## src/rtl/dec_to_xs3_key_encoder.sv

```systemverilog
// Debounced decimal-to-excess-3 keypad encoder.
// Ten active-low key lines pass through a two-flop synchronizer. The highest
// pressed key is debounced by a small press/release FSM, and each keystroke
// is delivered once as an excess-3 code through a VALID/READY holding register.
//
// Ports
//   CLK    in   1   clock, rising edge
//   RST    in   1   synchronous active-high reset
//   I_N    in  10   key lines, bit n low = key n pressed (asynchronous)
//   Q      out  4   excess-3 code {D,C,B,A} = n+3, stable while VALID
//   VALID  out  1   Q holds an undelivered code
//   READY  in   1   consumer takes Q on an edge with VALID && READY
//   OVF    out  1   sticky: a press was accepted while the holding register was full
//   BUSY   out  1   FSM is not idle
module dec_to_xs3_key_encoder #(
  parameter int unsigned DEBOUNCE_CYCLES = 4  // legal range 2..255
) (
  input  logic       CLK,
  input  logic       RST,
  input  logic [9:0] I_N,
  output logic [3:0] Q,
  output logic       VALID,
  input  logic       READY,
  output logic       OVF,
  output logic       BUSY
);

  localparam int unsigned KEY_W = 10;
  localparam int unsigned IDX_W = 4;
  localparam int unsigned CNT_W = (DEBOUNCE_CYCLES > 2) ? $clog2(DEBOUNCE_CYCLES) : 1;
  localparam logic [CNT_W-1:0] CNT_LAST = CNT_W'(DEBOUNCE_CYCLES - 1);
  localparam logic [IDX_W-1:0] XS3_OFFSET = IDX_W'(3);

  typedef enum logic [1:0] {
    IDLE     = 2'd0,
    DEBOUNCE = 2'd1,
    PRESSED  = 2'd2,
    RELEASE  = 2'd3
  } state_t;

  state_t           state, state_d;
  logic [KEY_W-1:0] sync1_n, sync2_n;
  logic [CNT_W-1:0] cnt, cnt_d;
  logic [IDX_W-1:0] key, key_d;
  logic [IDX_W-1:0] cand;
  logic             key_present;
  logic             accept;
  logic [3:0]       q_d;
  logic             valid_d, ovf_d, busy_d;

  // Priority resolve: ascending scan so the highest low bit wins.
  always_comb begin
    cand        = '0;
    key_present = 1'b0;
    for (int i = 0; i < KEY_W; i++) begin
      if (!sync2_n[i]) begin
        cand        = IDX_W'(i);
        key_present = 1'b1;
      end
    end
  end

  // Next-state, debounce counter and holding-register update.
  always_comb begin
    state_d = state;
    cnt_d   = cnt;
    key_d   = key;
    accept  = 1'b0;
    q_d     = Q;
    valid_d = VALID;
    ovf_d   = OVF;

    unique case (state)
      IDLE: begin
        if (key_present) begin
          state_d = DEBOUNCE;
          key_d   = cand;
          cnt_d   = CNT_W'(1);
        end
      end
      DEBOUNCE: begin
        if (!key_present) begin
          state_d = IDLE;
        end else if (cand != key) begin
          key_d = cand;
          cnt_d = CNT_W'(1);
        end else if (cnt == CNT_LAST) begin
          accept  = 1'b1;
          state_d = PRESSED;
        end else begin
          cnt_d = cnt + CNT_W'(1);
        end
      end
      PRESSED: begin
        if (!key_present) begin
          state_d = RELEASE;
          cnt_d   = CNT_W'(1);
        end
      end
      RELEASE: begin
        if (key_present) begin
          state_d = PRESSED;
        end else if (cnt == CNT_LAST) begin
          state_d = IDLE;
        end else begin
          cnt_d = cnt + CNT_W'(1);
        end
      end
      default: state_d = IDLE;
    endcase

    // A same-edge transfer frees the holding register for the new code.
    if (accept) begin
      if (!VALID || READY) begin
        q_d     = key + XS3_OFFSET;
        valid_d = 1'b1;
      end else begin
        ovf_d = 1'b1;
      end
    end else if (VALID && READY) begin
      valid_d = 1'b0;
    end

    busy_d = (state_d != IDLE);
  end

  // State, synchronizer and output registers.
  always_ff @(posedge CLK) begin
    if (RST) begin
      state   <= IDLE;
      cnt     <= '0;
      key     <= '0;
      sync1_n <= '1;
      sync2_n <= '1;
      Q       <= '0;
      VALID   <= 1'b0;
      OVF     <= 1'b0;
      BUSY    <= 1'b0;
    end else begin
      state   <= state_d;
      cnt     <= cnt_d;
      key     <= key_d;
      sync1_n <= I_N;
      sync2_n <= sync1_n;
      Q       <= q_d;
      VALID   <= valid_d;
      OVF     <= ovf_d;
      BUSY    <= busy_d;
    end
  end

endmodule

```

## config.mk

```make
export PLATFORM = sky130hd
export DESIGN_NAME = dec_to_xs3_key_encoder
export DESIGN_NICKNAME = d
export VERILOG_FILES = /design/src/rtl/dec_to_xs3_key_encoder.sv
export SDC_FILE = /design/constraint.sdc
export NUM_CORES = 1
export LEC_CHECK = 0
export ABC_AREA = 1
export CAP_MARGIN = 30
export CORE_ASPECT_RATIO = 1.5
export CORE_MARGIN = 2
export CORE_UTILIZATION = 52
export DETAILED_ROUTE_END_ITERATION = 10
export HOLD_SLACK_MARGIN = 0.06
export PLACE_DENSITY = 0.77
export SLEW_MARGIN = 5
export SYNTH_ARGS = -nofsm -noshare
export SYNTH_HDL_FRONTEND = slang
export SYNTH_SLANG_ARGS = --single-unit
```

## constraint.sdc

```tcl
create_clock -name CLK -period 1.91 [get_ports CLK]
set_clock_uncertainty 0.15 [all_clocks]
set_input_delay 0.382 -clock CLK [delete_from_list [all_inputs] [get_ports CLK]]
set_output_delay 0.382 -clock CLK [all_outputs]
set_load 0.01 [all_outputs]
```

==> out/metrics.yaml <==
place_hpwl_mm: 1.94
netlist_area_before_placement_um2: 1420
io-pin-count: 20
postRouteWirelength_mm: 2.55
worstMarginPinSlew_ns: 0.339
synth_top_cell_by_area: "sky130_fd_sc_hd__dfxtp_1"
fp.coreArea_um2: 2650
synth-edff-count: 0
area_added_between_synthesis_and_finish_pct: 25.8
numCtsBuffers: 5
clock.fmax_ghz: 0.583
start_util_pct: 53.6
ys.flop_type: "sky130_fd_sc_hd__dfxtp_1"
timing_hold_violations_final: 0
timing.setup.critical_path_class: "register to register"
cts-hold-fix-buffers: 0
postSynthRegisterBits: 35
detail_route.iter0.violations: 26
initial_antenna_violation_count: 0
powerDensity_nw_per_um2: 961
clk_transition_reported_paths_ns: 0.07
detailedPlace.worstSlack_ns: 0.162
critical_path_arrival_ns: 1.80
post_cts_resized: 0
diodes: 0
min_period_over_period_pct: 89.9
yosysMostFrequentCell: "sky130_fd_sc_hd__nand2_1"
min_path_type: "register to register"
cts_root_buf: "sky130_fd_sc_hd__clkbuf_8"
fillers: 233
global_route_congestion_overflow_total: 0
ctsHtreeMaxLevel: 2
worst_setup_path_start_kind: "register"
remaining_drc_errors: 0
final_nets: 229
pin_count_of_the_biggest_net_entering_global_routing: 26
grt_first_pass_wirelength_mm: 4.29
cts_setup_buffers: 0
final-instance-count-excl-fill: 253
number_of_clock_sinks: 35
layout-drive-gt1-share_pct: 19.4
tritoncts: "built"
die_height_um: 68.0
globalplace.congestion: 0.811
max-vdd-ir-drop_v: 0.000827
post-synth-top-area-fraction_pct: 49.4
portBuffers: 19
ant_nets: 0
place_inst: 245
synth_area_per_cell_um2: 7.47
yosys-top-cells-count: "sky130_fd_sc_hd__nand2_1 (52), sky130_fd_sc_hd__dfxtp_1 (35), sky130_fd_sc_hd__nor2_1 (25), sky130_fd_sc_hd__inv_1 (20), sky130_fd_sc_hd__or2_2 (20)"
crit_path_required_time_ns: 1.99
route.detailed.vias_per_inst: 4.77
clock_latency_ns: 0.29
slew_violations: 0
track_usage_pct: 19.3
floorplan.die.width_um: 46.7
synth_top_cells_by_area: "sky130_fd_sc_hd__dfxtp_1 (49%), sky130_fd_sc_hd__nand2_1 (14%), sky130_fd_sc_hd__or2_2 (8.8%)"
drt_pre_antenna_iters: 4
multi_input_area_um2: 624
crit_path_max_fanout: 8
leakagePower_nw: 0.851
ys_async_sr_fraction_pct: 0
register_area_um2: 702
run_status: "finished, final reports clean"
max_cap_viol_count: 0
finalWorstSetupSlack_ns: 0.194
routedWlPerCell_um: 10.1
via_count: 1208
placement_rows: 23
die_area_um2: 3170
grt_pass1_vias: 1137
max_slew_margin_pct: 77.3
cp-end-kind: "register"
final_util_pct: 67.4
yosysWarnings: 0
seq_total_area_yosys_pct: 49.4
clk_path_buf_depth: 2
finalCriticalPeriod_ns: 1.72
setup_viol: 0
syn_nets: 204
netlist-cell-type-count: 21
syn-instance-count: 190
power breakdown:
part	internal, mW	switching, mW	leakage (nW)
registers	0.769	0.0258	0.288
clock network	0.422	0.265	0.0612
logic	0.102	0.132	0.501
total	1.29	0.422	0.851
worst max-delay path, cell delays in order, from the launching register on:
cell and delay, ns:
sky130_fd_sc_hd__dfxtp_1 0.32, sky130_fd_sc_hd__nand2_1 0.06, sky130_fd_sc_hd__inv_2 0.06, sky130_fd_sc_hd__nand3_2 0.08
sky130_fd_sc_hd__nand2_1 0.08, sky130_fd_sc_hd__nand2_1 0.05, sky130_fd_sc_hd__nand2_1 0.06, sky130_fd_sc_hd__nand2_1 0.06
sky130_fd_sc_hd__nor2_2 0.11, sky130_fd_sc_hd__nand2_2 0.09, sky130_fd_sc_hd__nor2_4 0.16, sky130_fd_sc_hd__nand4_4 0.14
sky130_fd_sc_hd__nand2_1 0.11, sky130_fd_sc_hd__nand2_1 0.06, sky130_fd_sc_hd__nor2_1 0.08
cells by family (layout without fill, tap and decap cells):
kind of cell               count (synthesis)  count (layout)  synth area share [%]
adders and majority gates                  1               1                 0.882
buffers and inverters                     28              54                  7.41
AOI/OAI and AO/OA                         13              13                  4.59
DFF                                       35              35                  49.4
and+or+nand+nor                          111             111                  36.5
xor gates and xnor gates                   2               2                  1.23
path summary, 6_finish.rpt:
check / from / to / slack (ns) / cells past startpoint
min: sync1_n[7] / sync2_n[7] / 0.26 / 1
max: sync2_n[5] / Q[3] / 0.19 / 14
min reg2reg: sync1_n[7] / sync2_n[7] / 0.26 / 1
max reg2reg: sync2_n[5] / Q[3] / 0.19 / 14
placed cells by master, fill, tap and decap left out:
master and n:
sky130_fd_sc_hd__nand2_1 52, sky130_fd_sc_hd__dfxtp_1 34, sky130_fd_sc_hd__nor2_1 24, sky130_fd_sc_hd__inv_1 20
sky130_fd_sc_hd__or2_2 20, sky130_fd_sc_hd__clkdlybuf4s50_1 19, sky130_fd_sc_hd__a21oi_1 7, sky130_fd_sc_hd__clkbuf_8 6
sky130_fd_sc_hd__nand3_1 4, sky130_fd_sc_hd__inv_2 3, sky130_fd_sc_hd__o21ai_0 3, sky130_fd_sc_hd__clkinv_1 3
sky130_fd_sc_hd__nand2_2 2, sky130_fd_sc_hd__nand3_2 2, sky130_fd_sc_hd__o21ai_1 2, sky130_fd_sc_hd__nor2_2 2
sky130_fd_sc_hd__nand4_1 2, sky130_fd_sc_hd__xnor2_1 2, sky130_fd_sc_hd__a21oi_2 1, sky130_fd_sc_hd__nor3_1 1
sky130_fd_sc_hd__nor2_4 1, sky130_fd_sc_hd__nand4_4 1, sky130_fd_sc_hd__ha_1 1, sky130_fd_sc_hd__clkinv_2 1
sky130_fd_sc_hd__bufinv_16 1, sky130_fd_sc_hd__buf_4 1, sky130_fd_sc_hd__dfxtp_2 1
per-layer routing:
layer / routed length, µm / vias to the layer above / global-route usage (%) / part of all wire (%)
met5: 0 / - / 0 / 0
met4: 64 / 0 / 10.4 / 2.5
met3: 102 / 8 / 6.60 / 4.0
met2: 1390 / 28 / 35.9 / 55
met1: 985 / 549 / 17.3 / 39
li1: - / 623 / - / -
registers in the layout (all words and copies together), names as in the netlist:
| register | flops |
|---|---|
| sync1_n | 10 |
| sync2_n | 10 |
| key | 4 |
| state | 2 |
| cnt | 2 |
| OVF | 1 |
| BUSY | 1 |
| VALID | 1 |
| Q | 4 |
metrics by stage:
step	TNS (ns)	instance area [µm²]	hold WS [ns]	power, mW
floorplan	0	1420	0.239	0.969
global placement	0	1660	0.241	1.03
detailed placement	0	1660	0.242	1.04
CTS	0	1770	0.259	1.72
global route	-0.00105	1790	0.271	1.79
finish	0	1790	0.258	1.72
cell type report:
class                           count  area share [%]
Clock buffer                        6            4.63
Tap cell                           37            2.59
Sequential cell                    35            39.3
Clock inverter                      2            1.96
Inverter                           26            5.47
Multi-Input combinational cell    127            35.0
Timing Repair Buffer               20            11.1
Power figures use the tool's default switching activity.
